File: config.mk
export PLATFORM = sky130hd
export DESIGN_NAME = uarts_rx_bittiming
export DESIGN_NICKNAME = d
export VERILOG_FILES = /design/src/rtl/uarts_rx_bittiming_pkg.sv /design/src/rtl/uarts_rx_bittiming_sync.sv /design/src/rtl/uarts_rx_bittiming.sv
export SDC_FILE = /design/constraint.sdc
export NUM_CORES = 1
export LEC_CHECK = 0
export CORE_UTILIZATION = 50
export CTS_CLUSTER_DIAMETER = 40
export DETAILED_ROUTE_END_ITERATION = 12
export PLACE_DENSITY = 0.81
export SYNTH_ARGS = -nofsm -noshare
export SYNTH_HDL_FRONTEND = slang
export SYNTH_HIERARCHICAL = 1
export SYNTH_SLANG_ARGS = --single-unit
export TNS_END_PERCENT = 1
File: constraint.sdc
create_clock -name hclk -period 4.5 [get_ports hclk]
set_input_delay 0.9 -clock hclk [delete_from_list [all_inputs] [get_ports hclk]]
set_output_delay 0.9 -clock hclk [all_outputs]
set_load 0.005 [all_outputs]
File: src/rtl/uarts_rx_bittiming_pkg.sv
// Shared state encodings, control-bit indices and helpers for the UART slave receive bit-timing front end.
package uarts_rx_bittiming_pkg;

   typedef enum logic [2:0] {
      BT_IDLE,
      BT_START,
      BT_DATA,
      BT_PARITY,
      BT_STOP,
      BT_BREAK
   } bt_state_e;

   localparam int unsigned CTL_PAR_EN   = 2;
   localparam int unsigned CTL_PAR_EVEN = 3;
   localparam int unsigned BAUD_MIN     = 4;

   function automatic logic maj3(input logic a, input logic b, input logic c);
      return (a & b) | (a & c) | (b & c);
   endfunction

endpackage

File: src/rtl/uarts_rx_bittiming_sync.sv
// RX line synchroniser: SYNC_STAGES flops, all resetting to the idle-high line level.
module uarts_sync
   import uarts_rx_bittiming_pkg::*;
#(
   parameter int unsigned SYNC_STAGES = 2
) (
   input  logic hclk,
   input  logic hresetn,
   input  logic d,
   output logic q
);

   logic [SYNC_STAGES-1:0] ff;

   always_ff @(posedge hclk or negedge hresetn) begin
      if (!hresetn) ff <= '1;
      else          ff <= {ff[SYNC_STAGES-2:0], d};
   end

   assign q = ff[SYNC_STAGES-1];

endmodule

File: src/rtl/uarts_rx_bittiming.sv
// UART slave receive bit timing: start qualification, mid-bit sampling, parity/framing checks.
// Optional UARTS_RX_MAJORITY_EN: 2-of-3 majority sampling around each mid-point.
module uarts_rx_bittiming
   import uarts_rx_bittiming_pkg::*;
#(
   parameter int unsigned SYNC_STAGES = 2,
   parameter int unsigned BAUD_W      = 16
) (
   input  logic        hclk,
   input  logic        hresetn,
   input  logic [31:0] uarts_baud,
   input  logic [31:0] uarts_ctl,
   input  logic [7:0]  uarts_dw,
   input  logic [7:0]  uarts_plw,
   input  logic        RX,
   output logic        rx_bit,
   output logic        sample_data_bit,
   output logic [7:0]  bit_cnt,
   output logic        parity_err,
   output logic        frame_err,
   output logic        rx_busy
);

   bt_state_e         state, state_n;
   logic [BAUD_W-1:0] cnt, cnt_n;
   logic [BAUD_W-1:0] baud_lat, baud_lat_n;
   logic [BAUD_W-1:0] baud_eff;
   logic              rx_d1;
   logic              xor_acc, xor_n;
   logic              sdb_n, perr_n, ferr_n;
   logic [7:0]        bit_cnt_n;
   logic              sample_now, sample_val;
   logic              unused_bits;

   assign unused_bits = ^{uarts_baud[31:BAUD_W], uarts_ctl[31:4], uarts_ctl[1:0]};

   uarts_sync #(.SYNC_STAGES(SYNC_STAGES)) u_sync (
      .hclk    (hclk),
      .hresetn (hresetn),
      .d       (RX),
      .q       (rx_bit)
   );

   // Illegal divisors below the minimum are clamped so the half-bit load never underflows.
   assign baud_eff = (uarts_baud[BAUD_W-1:0] < BAUD_W'(BAUD_MIN)) ? BAUD_W'(BAUD_MIN)
                                                                  : uarts_baud[BAUD_W-1:0];

`ifdef UARTS_RX_MAJORITY_EN
   // Vote is taken the cycle after the counter hits 0, using rx_bit at counts 1, 0 and now.
   logic rx_d2, pend;
   always_ff @(posedge hclk or negedge hresetn) begin
      if (!hresetn) begin
         rx_d2 <= 1'b1;
         pend  <= 1'b0;
      end else begin
         rx_d2 <= rx_d1;
         pend  <= (state inside {BT_START, BT_DATA, BT_PARITY, BT_STOP}) && (cnt == '0);
      end
   end
   assign sample_now = pend;
   assign sample_val = maj3(rx_d2, rx_d1, rx_bit);
`else
   assign sample_now = (cnt == '0);
   assign sample_val = rx_bit;
`endif

   always_ff @(posedge hclk or negedge hresetn) begin
      if (!hresetn) begin
         state           <= BT_IDLE;
         cnt             <= '0;
         baud_lat        <= BAUD_W'(BAUD_MIN);
         rx_d1           <= 1'b1;
         xor_acc         <= 1'b0;
         sample_data_bit <= 1'b0;
         bit_cnt         <= '0;
         parity_err      <= 1'b0;
         frame_err       <= 1'b0;
      end else begin
         state           <= state_n;
         cnt             <= cnt_n;
         baud_lat        <= baud_lat_n;
         rx_d1           <= rx_bit;
         xor_acc         <= xor_n;
         sample_data_bit <= sdb_n;
         bit_cnt         <= bit_cnt_n;
         parity_err      <= perr_n;
         frame_err       <= ferr_n;
      end
   end

   always_comb begin
      state_n    = state;
      cnt_n      = cnt;
      baud_lat_n = baud_lat;
      xor_n      = xor_acc;
      sdb_n      = 1'b0;
      bit_cnt_n  = bit_cnt;
      perr_n     = 1'b0;
      ferr_n     = 1'b0;

      if (state != BT_IDLE && state != BT_BREAK)
         cnt_n = (cnt == '0) ? baud_lat - BAUD_W'(1) : cnt - BAUD_W'(1);

      case (state)
         BT_IDLE: begin
            bit_cnt_n = '0;
            if (rx_d1 && !rx_bit) begin
               cnt_n      = (baud_eff >> 1) - BAUD_W'(1);
               baud_lat_n = baud_eff;
               xor_n      = 1'b0;
               state_n    = BT_START;
            end
         end
         BT_START: begin
            if (sample_now) state_n = sample_val ? BT_IDLE : BT_DATA;
         end
         BT_DATA: begin
            if (sample_now) begin
               sdb_n     = 1'b1;
               bit_cnt_n = bit_cnt + 8'd1;
               xor_n     = xor_acc ^ sample_val;
               if (bit_cnt + 8'd1 == uarts_dw)
                  state_n = uarts_ctl[CTL_PAR_EN] ? BT_PARITY : BT_STOP;
            end
         end
         BT_PARITY: begin
            if (sample_now) begin
               sdb_n     = 1'b1;
               bit_cnt_n = uarts_dw + 8'd1;
               perr_n    = xor_acc ^ sample_val ^ ~uarts_ctl[CTL_PAR_EVEN];
               state_n   = BT_STOP;
            end
         end
         BT_STOP: begin
            if (sample_now) begin
               sdb_n     = 1'b1;
               bit_cnt_n = uarts_plw;
               ferr_n    = ~sample_val;
               state_n   = sample_val ? BT_IDLE : BT_BREAK;
            end
         end
         BT_BREAK: begin
            bit_cnt_n = '0;
            if (rx_bit) state_n = BT_IDLE;
         end
         default: state_n = BT_IDLE;
      endcase
   end

   assign rx_busy = (state != BT_IDLE);

endmodule

==> results.json, run 1 <==
{
  "pre_cts_slack_ns": 0.7939,
  "core.rowCount": 31,
  "min_from": "u_sync/ff[0]",
  "ctsRootBufferMaster": "clkbuf_8",
  "ys.flop_type": "dfrtp_1",
  "p_comb_share_pct": 41.1,
  "grt_pass1_wl_mm": 16.61,
  "syn_area_sq_um": 3796,
  "port_buffers": 49,
  "clkSlewWorstSetupHoldPaths_ns": 0.09,
  "drcViolationCount": 0,
  "fin_tns_setup_ns": 0,
  "place_hpwl_mm": 7.188,
  "cts_tree": "done",
  "cpPeakStageDelay_ns": 0.50,
  "synth_fp_nets": 543,
  "worstPathCellList": "clkdlybuf4s50_1, nor4_1, and4_1, nand2b_1, nand2_1, ha_1, nand4_1, nor4b_1, xor2_1, o22ai_1, a21oi_1",
  "yosysWarnings": 6,
  "cap_violations": 0,
  "nets": 580,
  "cts_resized": 0,
  "hold_path.class": "reg2reg",
  "cts_max_level": 2,
  "crit_fanout": 6,
  "drt_wl_total_mm": 10.08,
  "ys_seq_elements": 50,
  "fillers": 677,
  "drv_slew": 0,
  "cts_buffers": 5,
  "synthArstFlopShare_pct": 100.0,
  "cts_sinks": 50,
  "path_class": "in2reg",
  "fin_ws_ns": 1.059,
  "utilization_pct": 60.48,
  "whs_ns": 0.3651,
  "final_common_cell": "nand2_1",
  "p_leak_nw": 1.732,
  "fin_skew_ns": 0.005707,
  "clockPowerShare_pct": 15.5,
  "seq_area_sq_um": 1256,
  "initial_core_util_pct": 52.06,
  "fin_crit_sh_pct": 76.46,
  "multi_input_area_sq_um": 2364,
  "p_int_w": 0.001211,
  "rsz0062_at_grt": "false",
  "worst-slew-pin-transition_ns": 0.8295,
  "ys_seq_area_share_pct": 33.09,
  "crit_arrival_ns": 3.68,
  "antenna_found_initial": 0,
  "syn_area_per_cell_sq_um": 8.343,
  "cts_buffer_depth": 2,
  "first_pass_iters": 5,
  "period_needed_ns": 3.441,
  "fmax_mhz": 290.6,
  "timing.rr.start": "cnt[3]",
  "antennaDiodeCount": 0,
  "synth_edf_count": 0,
  "routedWlPerCell_microns": 17.03,
  "antenna_left": 0,
  "setup_viol": 0,
  "grt_max_degree": 51,
  "dr.first_iter.drc_count": 317,
  "cp-end-kind": "flop",
  "gr-total-overflow": 0,
  "drive_gt1_share_pct": 8.925,
  "pin_count": 96,
  "hold_violations": 0,
  "clk_latency_ns": 0.31,
  "seqPwrFrac_pct": 43.4,
  "coreArea_sq_um": 7292,
  "syn_to_final_growth_pct": 16.18,
  "status": "finished clean",
  "fp.dieW_microns": 89.14,
  "syn_inst": 455,
  "vias_per_cell": 6.225,
  "pwr_density_cell_nw_per_um2": 471.4,
  "critPathLaunchType": "input pin",
  "vias": 3685,
  "ir_worst_vdd_uv": 239.0,
  "die_h_microns": 89.14,
  "first_global_vias": 3384,
  "dieArea_sq_um": 7945,
  "cp_slowest_cell": "clkdlybuf4s50_1",
  "crit_required_ns": 4.74,
  "relSlewSlack_pct": 44.40,
  "ys_types": 77,
  "power.switching_w": 0.0008675,
  "hold_buffers": 0,
  "gp_congestion": 0.9714,
  "layout_common_cells": "nand2_1, clkdlybuf4s50_1, dfrtp_1, nor2_1, a21oi_1",
  "switching_share_pct": 41.73,
  "grtUsageTotal_pct": 27.10,
  "post_cts_buffers": 0,
  "startpoint": "uarts_baud[12]"
}
-- routing by layer --
metal	GRT usage, %	share of wire (%)	vias up
met5	0	0	-
met4	9.380	2.9	0
met3	3.601	4.6	32
met2	44.83	48	137
met1	36.55	44	1745
li1	-	-	1771
-- cell type report --
type                       count  share of cell area (%)
clock inverter                 2                  0.8511
sequential                    50                   28.48
multi-input combinational    372                   53.59
timing repair buffer          54                   11.86
tap                           99                   2.809
clock buffer                   6                   1.645
inverter                       9                  0.7660
-- worst paths after layout --
check / endpoint / slack (ns) / depth (start not counted)
max: cnt[14] / 1.06 / 11
min reg2reg: u_sync/ff[1] / 0.37 / 0
max in group asynchronous: baud_lat[10] / 3.37 / 2
min in group asynchronous: sample_data_bit / 0.70 / 2
min: u_sync/ff[1] / 0.37 / 0
max reg2reg: cnt[6] / 1.25 / 11
-- synth_stat cells (all sizes together) (6+ instances only) --
cell | instances | area, sq um
a211oi | 10 | 80.07
a21oi | 31 | 173.9
a31oi | 11 | 68.82
buf | 9 | 86.33
clkbuf | 15 | 56.30
dfrtp | 46 | 1151
inv | 9 | 33.78
nand2 | 76 | 295.3
nand3 | 14 | 70.07
nor2 | 35 | 131.4
nor3 | 10 | 55.05
nor4 | 12 | 90.09
o211ai | 6 | 50.05
o21ai | 22 | 110.1
o22ai | 6 | 37.54
or3 | 12 | 76.33
xnor2 | 19 | 166.4
xor2 | 20 | 175.2
-- worst max-delay path, delay by kind of cell --
family | cells | cell delay (ns)
adder cells (fa/ha/maj) | 1 | 0.19
AND/OR/NAND/NOR | 6 | 1.65
XOR/XNOR | 1 | 0.19
buffers and inverters | 1 | 0.50
AO/OA/AOI/OAI | 2 | 0.25
-- power by group through the flow --
stage	Combinational (W)	Clock [W]	Sequential, W
finish	0.000855	0.000322	0.000902
global route	0.000950	0.000348	0.000929
CTS	0.000848	0.000328	0.000891
detailed placement	0.000842	0	0.000898
global placement	0.000820	0	0.000891
floorplan	0.000633	0	0.000802
-- per-stage QoR --
stage | instances | area (sq um) | total power, W
2_1_floorplan | 455 | 3796 | 0.001435
3_3_place_gp | 584 | 4300 | 0.001712
3_5_place_dp | 584 | 4300 | 0.001740
4_1_cts | 592 | 4410 | 0.002067
5_1_grt | 592 | 4410 | 0.002227
6_report | 592 | 4410 | 0.002079
-- state kept, by name (all words and copies together), names as in the netlist --
register and cells:
u_sync/ff 2, xor_acc 1, parity_err 1, baud_lat 16, cnt 16, frame_err 1
sample_data_bit 1, bit_cnt 8, state 3, rx_d1 1
-- cell families (layout without fill, tap and decap cells) --
family          after synthesis  after routing  synth area share [%]
simple gates                191            191                 25.15
compound gates              130            130                 24.26
flops                        50             50                 33.09
xor+xnor                     39             39                 8.998
buf+inv                      33             71                 4.647
mux                           7              7                 2.208
fa+ha+maj                     5              5                 1.648
(Power assumes the default switching activity.)
==> run 2, diff against run 1 <==
--- a/config.mk
+++ b/config.mk
@@ -5,10 +5,10 @@
 export SDC_FILE = /design/constraint.sdc
 export NUM_CORES = 1
 export LEC_CHECK = 0
-export CORE_UTILIZATION = 50
+export CORE_UTILIZATION = 45
 export CTS_CLUSTER_DIAMETER = 40
 export DETAILED_ROUTE_END_ITERATION = 12
-export PLACE_DENSITY = 0.81
+export PLACE_DENSITY = 0.77
 export SYNTH_ARGS = -nofsm -noshare
 export SYNTH_HDL_FRONTEND = slang
 export SYNTH_HIERARCHICAL = 1
==> constraint.sdc (replaced) <==
create_clock -name hclk -period 2.98 [get_ports hclk]
set_input_delay 0.596 -clock hclk [delete_from_list [all_inputs] [get_ports hclk]]
set_output_delay 0.596 -clock hclk [all_outputs]
set_load 0.005 [all_outputs]
==> results.json, run 2 (synthesized netlist as in run 1, its figures left out) <==
{
  "pin_count": 96,
  "crit_required_ns": 3.18,
  "antenna_found_initial": 0,
  "reg_top3": "baud_lat (16), cnt (16), bit_cnt (8)",
  "ff2ff_setup_slack_ns": 0.17,
  "fin_crit_sh_pct": 94.22,
  "clkSlewWorstSetupHoldPaths_ns": 0.09,
  "place_hpwl_mm": 7.560,
  "layout_common_cells": "nand2_1, clkdlybuf4s50_1, dfrtp_1, nor2_1, buf_4",
  "cts_resized": 0,
  "timing.rr.start": "cnt[11]",
  "gp_congestion": 0.9903,
  "fin_area_sq_um": 4674,
  "final_common_cell": "nand2_1",
  "fillers": 735,
  "grt_max_degree": 35,
  "period_needed_ns": 2.808,
  "gr-total-overflow": 0,
  "r2r-end": "cnt[6]",
  "coreArea_sq_um": 8175,
  "antenna_left": 0,
  "nets": 608,
  "crit_fanout": 6,
  "hold_buffers": 0,
  "cap_violations": 0,
  "hold_violations": 0,
  "relSlewSlack_pct": 57.46,
  "port_buffers": 49,
  "cts_max_level": 2,
  "ctsRootBufferMaster": "clkbuf_8",
  "pwr_density_cell_nw_per_um2": 705.4,
  "ir_worst_vdd_uv": 434.1,
  "path_class": "reg2reg",
  "drt_wl_total_mm": 10.45,
  "cts_sinks": 50,
  "hold_path.class": "in2async",
  "multi_input_area_sq_um": 2377,
  "cp-end-kind": "flop",
  "p_leak_nw": 1.889,
  "cts_buffers": 5,
  "seq_area_sq_um": 1256,
  "drcViolationCount": 0,
  "drive_gt1_share_pct": 14.59,
  "setup_viol": 0,
  "critPathLaunchType": "flop",
  "fin_skew_ns": 0.005370,
  "grt_pass1_wl_mm": 17.40,
  "drv_slew": 0,
  "cts_tree": "done",
  "fmax_mhz": 356.2,
  "worst-slew-pin-transition_ns": 0.6323,
  "post_cts_buffers": 0,
  "placed_area_sq_um": 4518,
  "dieArea_sq_um": 8807,
  "syn_to_final_growth_pct": 23.14,
  "clk_latency_ns": 0.31,
  "status": "finished clean",
  "dr.first_iter.drc_count": 273,
  "routedWlPerCell_microns": 16.69,
  "utilization_pct": 57.18,
  "vias_per_cell": 6.137,
  "first_pass_iters": 5,
  "core.rowCount": 33,
  "first_global_vias": 3645,
  "antennaDiodeCount": 0,
  "worst-r2r-cell-count": 11,
  "initial_core_util_pct": 46.43,
  "cts_buffer_depth": 2,
  "crit_arrival_ns": 3.01,
  "grtUsageTotal_pct": 24.90,
  "fp.dieW_microns": 93.85,
  "die_h_microns": 93.85,
  "vias": 3842
}
## run 2: how the worst max path moves through the flow
| stage | startpoint | end | slack, ns |
|---|---|---|---|
| 2_1_floorplan | cnt[11] | cnt[6] | 0.14 |
| 3_3_place_gp | uarts_baud[13] | cnt[14] | -0.13 |
| 3_5_place_dp | uarts_baud[13] | cnt[14] | -0.23 |
| 4_1_cts | uarts_baud[13] | cnt[14] | 0.08 |
| 5_1_grt | uarts_baud[13] | cnt[14] | -0.09 |
| 6_report | cnt[11] | cnt[6] | 0.17 |
## run 2: critical path, stage by stage (launching register included)
cell	delay, ns
dfrtp_1	0.44
or4_4	0.59
nor4_4	0.23
and2_2	0.24
a21oi_1	0.09
ha_1	0.23
nand2b_1	0.19
or4_1	0.18
nor2_1	0.05
o21ai_0	0.07
a31oi_1	0.10
a221o_1	0.27
## run 2: per-layer routing
layer | vias to the layer above | share of wire, % | global-route usage, %
met4 | 0 | 2.5 | 9.231
li1 | 1835 | - | -
met3 | 27 | 7.4 | 3.883
met2 | 203 | 48 | 41.55
met5 | - | 0 | 0
met1 | 1777 | 42 | 32.37
## run 2: through the flow
| step | setup TNS [ns] | cells | setup slack (ns) | hold WS (ns) | power (W) |
|---|---|---|---|---|---|
| after floorplan | 0 | 455 | 0.1375 | 0.3004 | 0.002167 |
| after global placement | -0.2023 | 618 | -0.1273 | 0.3456 | 0.002601 |
| after detailed placement | -0.3442 | 618 | -0.2253 | 0.3469 | 0.002667 |
| after CTS | 0 | 626 | 0.07684 | 0.2000 | 0.003275 |
| after global routing | -0.09234 | 626 | -0.09234 | 0.2136 | 0.003520 |
| final | 0 | 626 | 0.1722 | 0.1881 | 0.003297 |
## run 2: report_power, final
| group | switching (W) | internal (W) | total, W |
|---|---|---|---|
| clock | 0.000237 | 0.000358 | 0.000595 |
| combinational | 0.000681 | 0.000672 | 0.00135 |
| sequential | 0.000410 | 0.000939 | 0.00135 |
## run 2: area by class of cell
type | instances | share of cell area, %
clock buffers | 6 | 1.767
flip-flops and latches | 50 | 26.87
repair buffers | 82 | 15.69
inverters | 9 | 0.7227
multi-input cells | 372 | 50.86
well taps | 105 | 2.810
clock inverters | 2 | 1.285
==> run 3, diff against run 2 <==
--- a/config.mk
+++ b/config.mk
@@ -8,6 +8,7 @@
 export CORE_UTILIZATION = 45
 export CTS_CLUSTER_DIAMETER = 40
 export DETAILED_ROUTE_END_ITERATION = 12
+export GPL_ROUTABILITY_DRIVEN = 1
 export PLACE_DENSITY = 0.77
 export SYNTH_ARGS = -nofsm -noshare
 export SYNTH_HDL_FRONTEND = slang
==> results of run 3 <==
Same layout as run 2: the final DEF is identical, and so are final timing and power.
==> RTL change 1: new RTL, config.mk and constraints of run 3 <==
Put one more register stage on the output `bit_cnt`. The value now appears one clock later. The other outputs are not delayed to match.
--- a/src/rtl/uarts_rx_bittiming.sv
+++ b/src/rtl/uarts_rx_bittiming.sv
@@ -22,2 +22,4 @@
 );
+
+   logic [7:0] bit_cnt_s0;
 
@@ -74,3 +76,3 @@
          sample_data_bit <= 1'b0;
-         bit_cnt         <= '0;
+         bit_cnt_s0      <= '0;
          parity_err      <= 1'b0;
@@ -84,3 +86,3 @@
          sample_data_bit <= sdb_n;
-         bit_cnt         <= bit_cnt_n;
+         bit_cnt_s0      <= bit_cnt_n;
          parity_err      <= perr_n;
@@ -96,3 +98,3 @@
       sdb_n      = 1'b0;
-      bit_cnt_n  = bit_cnt;
+      bit_cnt_n  = bit_cnt_s0;
       perr_n     = 1'b0;
@@ -119,5 +121,5 @@
                sdb_n     = 1'b1;
-               bit_cnt_n = bit_cnt + 8'd1;
+               bit_cnt_n = bit_cnt_s0 + 8'd1;
                xor_n     = xor_acc ^ sample_val;
-               if (bit_cnt + 8'd1 == uarts_dw)
+               if (bit_cnt_s0 + 8'd1 == uarts_dw)
                   state_n = uarts_ctl[CTL_PAR_EN] ? BT_PARITY : BT_STOP;
@@ -151,2 +153,6 @@
 
+   always_ff @(posedge hclk) begin
+      bit_cnt <= bit_cnt_s0;
+   end
+
 endmodule
Formal check against the unedited RTL: not equivalent (Yosys sat finds a counterexample within 10 cycles, from zero or initial values and one cycle with hresetn low).
==> RTL change 1 against run 3 <==
- setup slack lost 0.039 ns
- total power grew 23%
- wire length grew 7.3%
- area after synthesis grew 3.6%
- clock skew grew 0.0059 ns
- sequential cell count grew 8
- register-to-register slack gained 0.26 ns
- cell area grew 5.9%
- critical path type is now input pin to register
- largest power group is now combinational logic
- highest routed layer unchanged
==> RTL change 1: results (changes against run 3) <==
==========================================================================
Count of H-tree levels built during CTS .....................            3   was 2
Sequential cell area ........................................   1420 sq um   was 1260 sq um
CP startpoint ............................................... uarts_baud[10]   was cnt[11]$_DFF_PN0_
Inverter count ..............................................            6   was 9
Reg2Reg Capture Point ....................................... cnt[12]$_DFF_PN0_   was cnt[6]$_DFF_PN0_
Clock network area share ....................................       0.0414   was 0.0305
Number of nets at the end of the flow .......................          632   was 608
Number of register bits inferred by synthesis ...............           58   was 50
GRT Overall Usage ...........................................        0.263   was 0.249
Ranking of synthesized cells by instance count .............. 64 x sky130_fd_sc_hd__nand2_1, 46 x sky130_fd_sc_hd__dfrtp_1, 46 x sky130_fd_sc_hd__nor2_1   was 74 x sky130_fd_sc_hd__nand2_1, 46 x sky130_fd_sc_hd__dfrtp_1, 35 x sky130_fd_sc_hd__nor2_1
Seq/Total Area, Yosys .......................................        0.360   was 0.331
Met2 Routed Length ..........................................      5350 um   was 5000 um
Depth of the most critical reg-to-reg path ..................            9   was 11
Met2 usage ..................................................        0.439   was 0.415
Top Registers ............................................... baud_lat: 16 flops, cnt: 16 flops   was baud_lat: 16 flops, cnt: 16 flops, bit_cnt: 8 flops
Relative area of non-clock buffer cells in the final design .        0.158   was 0.157
Top area cells in the synthesized netlist ................... sky130_fd_sc_hd__dfrtp_1 29%, sky130_fd_sc_hd__nand2_1 6.1%, sky130_fd_sc_hd__xnor2_1 4.9%, sky130_fd_sc_hd__nor2_1 4.4%, sky130_fd_sc_hd__dfxtp_1 4.1%   was sky130_fd_sc_hd__dfrtp_1 30%, sky130_fd_sc_hd__nand2_1 7.3%, sky130_fd_sc_hd__xor2_1 4.6%, sky130_fd_sc_hd__xnor2_1 4.4%, sky130_fd_sc_hd__a21oi_1 3.7%
Post-Place Cells ............................................          637   was 618
Reg-to-reg slack, setup .....................................      0.43 ns   was 0.17 ns
Critical Path Sink .......................................... cnt[4]$_DFF_PN0_   was cnt[6]$_DFF_PN0_
Final GP Congestion .........................................        0.922   was 0.990
Outcome .....................................................    completed   unchanged
Post-placement setup slack ..................................    -0.389 ns   was -0.225 ns
Critical Path Source Type ...................................    input pin   was register
Detailed-placement wirelength estimate ......................      8110 um   was 7560 um
Detail-routed net length per standard cell ..................      17.1 um   was 16.7 um
M1 wire length ..............................................      4670 um   was 4420 um
Non-Clock Buffer Count ......................................           88   was 82
Global-route wire length before repair ......................    18,400 um   was 17,400 um
Net Sw Power ................................................      1.65 mW   was 1.33 mW
Synth cell types ............................................           73   was 77
Cts repair resizes ..........................................            1   was 0
Crit-path max cell delay ....................................      0.54 ns   was 0.59 ns
Worst rel slew slack ........................................        0.543   was 0.575
Met1 usage ..................................................        0.328   was 0.324
Filler Cell Count ...........................................          727   was 735
Number of CTS-inserted buffers ..............................            9   was 5
Async set-or-reset flop fraction in the synthesized netlist .        0.862   was 1.00
Hold slack final ............................................     0.179 ns   was 0.188 ns
Number of global-route vias before repair ...................        3,835   was 3,645
VDD IR-drop max .............................................       342 uV   was 434 uV
Worst Clk Skew ..............................................    0.0113 ns   was 0.00537 ns
Number of cells produced by synthesis .......................          475   was 455
==========================================================================
RTL change 1: changes by cell type after synthesis, sizes merged, moves of 5 or more:
cell / change
xor2: -5
nand2: -11
dfxtp: +8
nor3: +16
clkbuf: +8
nor2: +11
nand3: -5
RTL change 1: power by group through the flow:
| stage | clock network (mW) | logic, mW | registers, mW |
|---|---|---|---|
| finish | 0.753 | 1.77 | 1.52 |
| global route | 0.804 | 1.96 | 1.57 |
| CTS | 0.768 | 1.75 | 1.50 |
| detailed placement | 0 | 1.74 | 1.52 |
| global placement | 0 | 1.68 | 1.50 |
| floorplan | 0 | 1.29 | 1.35 |
RTL change 1: kinds of logic (layout without fill, tap and decap cells):
family | after synthesis | count (layout) | share of synthesized area
fa+ha+maj | 5 | 5 | 0.0159
buf+inv | 36 | 110 | 0.0394
compound gates | 131 | 131 | 0.228
flops | 58 | 58 | 0.360
simple gates | 201 | 201 | 0.253
mux | 7 | 7 | 0.0210
xor+xnor | 37 | 37 | 0.0824
==> RTL change 2: new RTL, config.mk and constraints of run 3 <==
Without the edit above. `SYNC_STAGES` is set to 2 in 2 places; all go to 4.
--- a/src/rtl/uarts_rx_bittiming_sync.sv
+++ b/src/rtl/uarts_rx_bittiming_sync.sv
@@ -4,3 +4,3 @@
 #(
-   parameter int unsigned SYNC_STAGES = 2
+   parameter int unsigned SYNC_STAGES = 4
 ) (
--- a/src/rtl/uarts_rx_bittiming.sv
+++ b/src/rtl/uarts_rx_bittiming.sv
@@ -5,3 +5,3 @@
 #(
-   parameter int unsigned SYNC_STAGES = 2,
+   parameter int unsigned SYNC_STAGES = 4,
    parameter int unsigned BAUD_W      = 16
Function: changed (a bounded check fails within 4 cycles, from zero or initial values and one cycle with hresetn low).
==> RTL change 2 against run 3 <==
- non-clock buffer count fell by 1
- clock skew is 0.0014 ns higher
- first-iteration DRC count is 36% higher
- area after synthesis up 1.4%
- wire length decreased by 0.83%
- critical path depth stayed put
- die area rose by 1.4%
- clock power is 28% lower
- setup slack gained 0.0078 ns
- cell area decreased by 0.24%
- sequential cell count is 2 higher
- total power shrank 4.7%
- highest routed layer unchanged
- largest cell class unchanged
==> RTL change 2: results (changes against run 3) <==
========================================================================================
Multi-input combinational area share ......................................        0.508   was 0.509
Path type of the worst min-delay path ..................................... register to register   was input pin to asynchronous set/reset pin
DRT iter0 DRCs ............................................................          371   was 273
VDD IR-drop max ...........................................................       442 uV   was 434 uV
Met3 WL ...................................................................       560 um   was 770 um
Worst Clk Skew ............................................................   0.00673 ns   was 0.00537 ns
Synth Net Count ...........................................................          545   was 543
Filler Cell Count .........................................................          758   was 735
Top area cells in the synthesized netlist ................................. sky130_fd_sc_hd__dfrtp_1 30%, sky130_fd_sc_hd__nand2_1 7.2%, sky130_fd_sc_hd__xor2_1 4.6%, sky130_fd_sc_hd__xnor2_1 4.3%, sky130_fd_sc_hd__dfstp_2 4.1%   was sky130_fd_sc_hd__dfrtp_1 30%, sky130_fd_sc_hd__nand2_1 7.3%, sky130_fd_sc_hd__xor2_1 4.6%, sky130_fd_sc_hd__xnor2_1 4.4%, sky130_fd_sc_hd__a21oi_1 3.7%
Reported leakage power ....................................................      1.88 nW   was 1.89 nW
Met2 usage ................................................................        0.409   was 0.415
Global-route wire length before repair ....................................    17,200 um   was 17,400 um
Seq/Total Area, Yosys .....................................................        0.340   was 0.331
Outcome ...................................................................    completed   unchanged
Met3 global-route usage ...................................................       0.0314   was 0.0388
Met2 Routed Length ........................................................      5000 um   about the same
Layout cells sized above 1 ................................................        0.142   was 0.146
Detail-routed net length per standard cell ................................      16.5 um   was 16.7 um
Clock buffer instance count of the final layout ...........................            7   was 6
Final GP Congestion .......................................................        0.948   was 0.990
Detailed-placement wirelength estimate ....................................      7550 um   was 7560 um
Routed via count ..........................................................        3,832   was 3,842
Portion of the clock cycle consumed by the worst path in the final layout .        0.940   was 0.942
TritonCTS sink count ......................................................           52   was 50
Post-Place Cells ..........................................................          619   was 618
M1 wire length ............................................................      4610 um   was 4420 um
GRT Overall Usage .........................................................        0.243   was 0.249
Clock network area share ..................................................       0.0201   was 0.0305
Worst rel slew slack ......................................................        0.357   was 0.575
Synthesized area per cell .................................................   8.42 sq um   was 8.34 sq um
========================================================================================
[RTL change 2: changes by cell type in the layout (fill, tap and decap cells not counted), sizes merged]
cell,before,now
bufinv,2,0
buf,34,33
clkbuf,6,7
clkinvlp,0,1
dfstp,4,6
[RTL change 2: kinds of logic after synthesis]
family | share of synthesized area
compound gates | 0.239
xor+xnor | 0.0888
fa+ha+maj | 0.0163
buf+inv | 0.0458
flops | 0.340
mux | 0.0218
simple gates | 0.248
[RTL change 2: power breakdown]
part / switching, mW / leakage [nW] / internal [mW]
Sequential: 0.417 / 0.627 / 0.968
Combinational: 0.660 / 1.21 / 0.669
Clock: 0.240 / 0.0445 / 0.189
[RTL change 2: stage by stage]
step           TNS (ns)  cell area, sq um
2_1_floorplan         0              3850
3_3_place_gp     -0.143              4560
3_5_place_dp     -0.197              4560
4_1_cts               0              4660
5_1_grt               0              4660
6_report              0              4660
